===== src/rtl/shift_pkg.sv =====
// shift_pkg: shared types and helpers for the serial shift path (RX engine and TX path).
package shift_pkg;
    typedef enum logic {SHIFT_MSB_FIRST, SHIFT_LSB_FIRST} shift_dir_t;
    localparam int MAX_WIDTH = 64;
    localparam int IDX_W = $clog2(MAX_WIDTH);
    function automatic logic out_bit(input logic [MAX_WIDTH-1:0] value, input logic [IDX_W-1:0] msb_idx, input shift_dir_t dir);
        return (dir == SHIFT_LSB_FIRST) ? value[0] : value[msb_idx];
    endfunction
endpackage


===== src/rtl/shift_bit_counter.sv =====
// shift_bit_counter: per-frame bit counter; wrap flags the shift that completes a frame.
module shift_bit_counter #(
    parameter int WIDTH = 8
) (
    input  logic                         clk,
    input  logic                         reset,
    input  logic                         clear,
    input  logic                         inc,
    output logic [$clog2(WIDTH+1)-1:0]   count,
    output logic                         wrap
);
    localparam int CNT_W = $clog2(WIDTH+1);
    localparam logic [CNT_W-1:0] LAST = CNT_W'(WIDTH-1);
    assign wrap = inc && !clear && count == LAST;
    always_ff @(posedge clk or posedge reset) begin
        if (reset) count <= '0;
        else if (clear) count <= '0;
        else if (inc) count <= wrap ? '0 : count + CNT_W'(1);
    end
endmodule


===== src/rtl/shift_frame_engine.sv =====
// shift_frame_engine: width-configurable MSB/LSB-first shift register with bit counting
// and a receive holding register captured on each completed frame.
module shift_frame_engine
    import shift_pkg::*;
#(
    parameter int WIDTH = 8
) (
    input  logic                       clk,
    input  logic                       reset,
    input  logic                       peripheralClkEdge,
    input  logic                       peripheralClkFall,
    input  logic                       parallelLoad,
    input  logic [WIDTH-1:0]           parallelDataIn,
    input  logic                       lsbFirst,
    input  logic                       serialDataIn,
    output logic [WIDTH-1:0]           parallelDataOut,
    output logic                       serialDataOut,
    output logic [WIDTH-1:0]           rxData,
    output logic                       frameDone,
    output logic [$clog2(WIDTH+1)-1:0] bitCount
);
    logic [WIDTH-1:0] shreg, shifted, shreg_next;
    shift_dir_t mode, mode_next;
    logic shift_en, wrap;
    assign shift_en = peripheralClkEdge && !parallelLoad;
    assign parallelDataOut = shreg;
    always_comb begin
        shifted    = (mode == SHIFT_MSB_FIRST) ? {shreg[WIDTH-2:0], serialDataIn} : {serialDataIn, shreg[WIDTH-1:1]};
        shreg_next = parallelLoad ? parallelDataIn : shift_en ? shifted : shreg;
        mode_next  = parallelLoad ? shift_dir_t'(lsbFirst) : mode;
    end
    shift_bit_counter #(.WIDTH(WIDTH)) u_cnt (
        .clk   (clk),
        .reset (reset),
        .clear (parallelLoad),
        .inc   (shift_en),
        .count (bitCount),
        .wrap  (wrap)
    );
    // A load drives the first output bit of the new frame, so it shares the fall-strobe path.
    always_ff @(posedge clk or posedge reset) begin
        if (reset) begin
            shreg         <= '0;
            mode          <= SHIFT_MSB_FIRST;
            serialDataOut <= 1'b0;
            rxData        <= '0;
            frameDone     <= 1'b0;
        end else begin
            shreg     <= shreg_next;
            mode      <= mode_next;
            frameDone <= wrap;
            if (wrap) rxData <= shifted;
            if (parallelLoad || peripheralClkFall)
                serialDataOut <= out_bit(MAX_WIDTH'(shreg_next), IDX_W'(WIDTH-1), mode_next);
        end
    end
endmodule


===== config.mk =====
export PLATFORM = sky130hd
export DESIGN_NAME = shift_frame_engine
export DESIGN_NICKNAME = d
export VERILOG_FILES = /design/src/rtl/shift_pkg.sv /design/src/rtl/shift_bit_counter.sv /design/src/rtl/shift_frame_engine.sv
export SDC_FILE = /design/constraint.sdc
export NUM_CORES = 1
export LEC_CHECK = 0
export CORE_UTILIZATION = 54
export CTS_CLUSTER_SIZE = 8
export DETAILED_ROUTE_END_ITERATION = 7
export DONT_BUFFER_PORTS = 1
export GPL_ROUTABILITY_DRIVEN = 1
export PLACE_DENSITY = 0.82
export SLEW_MARGIN = 10
export SYNTH_ARGS = -nofsm -noshare
export SYNTH_HDL_FRONTEND = slang
export SYNTH_SLANG_ARGS = --single-unit

===== constraint.sdc =====
create_clock -name clk -period 1.3 [get_ports clk]
set_input_delay 0.195 -clock clk [delete_from_list [all_inputs] [get_ports clk]]
set_output_delay 0.195 -clock clk [all_outputs]
set_load 0.01 [all_outputs]

==> metrics.md <==
| Metric | Value |
|---|---|
| Outcome | finished with violations |
| Violated checks | setup timing |
| GRT Util Overall | 23.66% |
| Worst Clk Skew | 0.001958 ns |
| Worst EP arrival | 1.56 ns |
| Buffer and inverter count on the worst path | 1 |
| Pin count of the biggest net entering global routing | 22 |
| Filler Cell Count | 139 |
| Critical path launch point type | flop |
| Worst Setup Slack post-DPL | -0.01227 ns |
| Seq cells post-synth | 23 |
| Synthesis-to-layout area growth | 20.49% |
| Yosys warning total | 0 |
| Count of endpoints failing hold in the final timing report | 0 |
| Normalized max-slew margin | 68.42% |
| Critical Setup Path Class | flop to flop |
| Synthesized area per cell | 9.771 sq um |
| Width of the die | 46.62 um |
| Fraction of layout instances using a drive strength above 1 | 24.00% |
| Net Count, Synth | 126 |
| Routability congestion estimate | 0.7448 |
| CP max stage cell | sky130_fd_sc_hd__dfrtp_1 |
| Buffer type at the clock tree root | sky130_fd_sc_hd__clkbuf_4 |
| H-tree depth | 1 |
| Post-route core utilization | 71.88% |
| Via count of the first global-routing pass | 778 |
| Setup violation total in the final timing report | 4 |
| 1st-pass router iterations | 4 |
| Setup repair after global routing missed its margin | yes |
| Number of clock sinks | 23 |
| Top area cells in the synthesized netlist | sky130_fd_sc_hd__dfrtp_1 (54%), sky130_fd_sc_hd__mux2i_1 (8.4%), sky130_fd_sc_hd__nand2_1 (5.9%), sky130_fd_sc_hd__o21ai_1 (5.6%), sky130_fd_sc_hd__nor2_1 (5.2%) |
| Placeable core region | 1802 sq um |
| Kind of end point of the critical path | flop |
| Post-synthesis sequential area ratio | 53.55% |
| Slew at the pin closest to its max-slew limit | 0.4721 ns |
| Max cap viols | 0 |
| Number of placed cells counting well taps | 136 |
| Class of the worst hold path | input port to flop |
| Reg-to-reg setup timing slack | -0.02 ns |
| Initial detailed-routing violation count | 14 |
| Final Max Tran Viols | 0 |
| List of cells traversed by the critical path | ha_2, nand4b_1, nor2_4, buf_12, nor2_1, a21oi_1 |
| Residual overflow from global routing | 0 |
| DRT Wirelength | 2408 um |
| Clock-pin slew on the worst setup and hold paths | 0.12 ns |
| Maximum fanout along the worst path | 17 |
| HPWL after detailed placement | 1477 um |
| Number of CTS-inserted buffers | 3 |
| Height of the die | 46.62 um |
| Vias per cell | 5.653 |
| Number of design rule violations left after detail routing | 0 |
| Portion of the clock cycle consumed by the worst path in the final layout | 101.8% |
| DR WL/cell | 16.05 um |
| Area fraction of the dominant cell type after synthesis | 53.55% |
| Lkg Pwr | 0.0005950 uW |
| First-pass GRT wire length | 3491 um |
| Antenna violation net count after detailed routing | 0 |
| IO Count | 37 |
| CTS tree | done |
| DR vias | 848 |
| Buffer depth of the longest clock path | 2 |
| Initial antenna violation count | 0 |
| Maximum achievable frequency | 755.7 MHz |
| Largest stage delay on the critical path | 0.39 ns |
| Count of non-filler cells in the finished layout | 150 |
| Summed instance area of the synthesized netlist | 1075 sq um |
| Antenna diode count | 0 |
| Clock network latency to the later pin of the worst-skew pair | 0.31 ns |
| Power density normalized to cell area | 1075 nW/um^2 |
| Synthesized netlist cell count | 110 |
| Floorplan die area | 2173 sq um |
| Required time at the endpoint of the critical path | 1.54 ns |
| Shortest period the worst path allows | 1.323 ns |
| Final TNS setup | -0.04299 ns |
| Number of core rows | 15 |
| # port buffers | 0 |
| Crit path setup slack, layout | -0.02321 ns |
| Final Net Count | 142 |
| Initial Util | 59.65% |
| Number of distinct library cells after synthesis | 25 |
| Delay-heaviest family, CP | flip-flops |
| Post-synthesis cell type with the largest combined area | sky130_fd_sc_hd__dfrtp_1 |
| Max rail drop VDD | 0.0007892 V |
-- path summary, 6_finish.rpt --
path | startpoint | to | depth (start not counted)
worst max-delay path | u_cnt.count[1] | rxData[4] | 6
worst min-delay path | parallelDataIn[5] | parallelDataOut[5] | 2
worst max register to register | u_cnt.count[1] | rxData[4] | 6
worst min register to register | serialDataOut | serialDataOut | 2
max in group asynchronous | reset | parallelDataOut[1] | 3
min in group asynchronous | reset | rxData[5] | 2
-- registers in the layout, summed over array words and instances, names as in the netlist --
name / count
serialDataOut: 1
rxData: 8
parallelDataOut: 8
frameDone: 1
u_cnt.count: 4
mode: 1
-- cell families (layout without fill, tap and decap cells) --
| logic type | count (synthesis) | after routing | synth area share [%] |
|---|---|---|---|
| AND/OR/NAND/NOR | 37 | 37 | 14.32 |
| XOR/XNOR | 1 | 1 | 0.8150 |
| multiplexers | 10 | 10 | 9.430 |
| AO/OA/AOI/OAI | 28 | 28 | 15.48 |
| flip-flops | 23 | 23 | 53.55 |
| buffers and inverters | 10 | 25 | 5.237 |
| adder cells (fa/ha/maj) | 1 | 1 | 1.164 |
-- worst reg2reg max path, cell delays in order, from the launching register on --
cell	delay, ns
sky130_fd_sc_hd__dfrtp_1	0.39
sky130_fd_sc_hd__ha_2	0.22
sky130_fd_sc_hd__nand4b_1	0.18
sky130_fd_sc_hd__nor2_4	0.15
sky130_fd_sc_hd__buf_12	0.14
sky130_fd_sc_hd__nor2_1	0.05
sky130_fd_sc_hd__a21oi_1	0.13
-- stage by stage --
step                      area (sq um)  hold slack [ns]  power (uW)
final                             1295         0.007470        1392
after global routing              1295        -0.001814        1470
after CTS                         1226        0.0008462        1353
after detailed placement          1129          0.04193        1013
after global placement            1129          0.03168        1008
after floorplan                   1086           0.1969       980.3
-- cells in the mapped netlist --
library cell	instances
sky130_fd_sc_hd__a211oi_1	2
sky130_fd_sc_hd__a211oi_2	1
sky130_fd_sc_hd__a21o_1	1
sky130_fd_sc_hd__a21oi_1	10
sky130_fd_sc_hd__a311oi_1	1
sky130_fd_sc_hd__buf_2	3
sky130_fd_sc_hd__buf_4	2
sky130_fd_sc_hd__buf_6	1
sky130_fd_sc_hd__clkbuf_1	1
sky130_fd_sc_hd__dfrtp_1	23
sky130_fd_sc_hd__ha_1	1
sky130_fd_sc_hd__inv_1	2
sky130_fd_sc_hd__inv_2	1
sky130_fd_sc_hd__mux2_1	1
sky130_fd_sc_hd__mux2i_1	9
sky130_fd_sc_hd__nand2_1	17
sky130_fd_sc_hd__nand2b_1	1
sky130_fd_sc_hd__nand4_1	1
sky130_fd_sc_hd__nand4b_1	1
sky130_fd_sc_hd__nor2_1	15
sky130_fd_sc_hd__nor2_2	1
sky130_fd_sc_hd__o21ai_1	12
sky130_fd_sc_hd__o31ai_2	1
sky130_fd_sc_hd__or3_1	1
sky130_fd_sc_hd__xor2_1	1
-- final cells by class --
cell class                 instances  area, sq um  area share (%)
sequential                        23        575.6           44.44
multi-input combinational         77        486.7           37.58
timing repair buffer              18        163.9           12.66
tap                               25        31.28           2.415
clock buffer                       4        26.28           2.029
inverter                           3        11.26          0.8696
-- cells in the final DEF, fill, tap and decap left out --
cell and instances:
sky130_fd_sc_hd__a21o_1 1, sky130_fd_sc_hd__buf_12 1, sky130_fd_sc_hd__inv_1 2, sky130_fd_sc_hd__buf_6 1, sky130_fd_sc_hd__nand2b_1 1, sky130_fd_sc_hd__nand4b_1 1, sky130_fd_sc_hd__xor2_1 1, sky130_fd_sc_hd__nor2_4 1
sky130_fd_sc_hd__clkbuf_1 1, sky130_fd_sc_hd__clkbuf_4 3, sky130_fd_sc_hd__mux2i_1 4, sky130_fd_sc_hd__nand2_1 17, sky130_fd_sc_hd__dlygate4sd3_1 5, sky130_fd_sc_hd__inv_2 1, sky130_fd_sc_hd__a21oi_2 2, sky130_fd_sc_hd__a311oi_1 1
sky130_fd_sc_hd__buf_4 11, sky130_fd_sc_hd__dfrtp_1 23, sky130_fd_sc_hd__or3_1 1, sky130_fd_sc_hd__a21oi_1 8, sky130_fd_sc_hd__mux2i_2 5, sky130_fd_sc_hd__nand4_1 1, sky130_fd_sc_hd__a211oi_2 3, sky130_fd_sc_hd__mux2_1 1
sky130_fd_sc_hd__o31ai_2 1, sky130_fd_sc_hd__nor2_1 15, sky130_fd_sc_hd__ha_2 1, sky130_fd_sc_hd__o21ai_1 12
-- metal layers --
layer  track usage [%]  up-vias  wire length, um
li1                  -      406                -
met1             29.14      396              931
met2             35.83       40             1230
met3             10.59        6              174
met4             9.714        0               72
met5                 0        -                0
-- timing repair --
action                     4_1_cts  5_1_grt
setup endpoints to repair        9       14
setup buffers                    2        3
pin swaps                        1        5
hold buffers                     4        1
gates resized for setup          1        9
hold endpoints to repair        18        1
-- power breakdown --
group	leakage, uW	switching [uW]	internal (uW)
logic	0.000281	127	127
clock network	0.0000150	204	120
registers	0.000299	58.6	756
No activity file was read; power rests on OpenSTA's default activity.
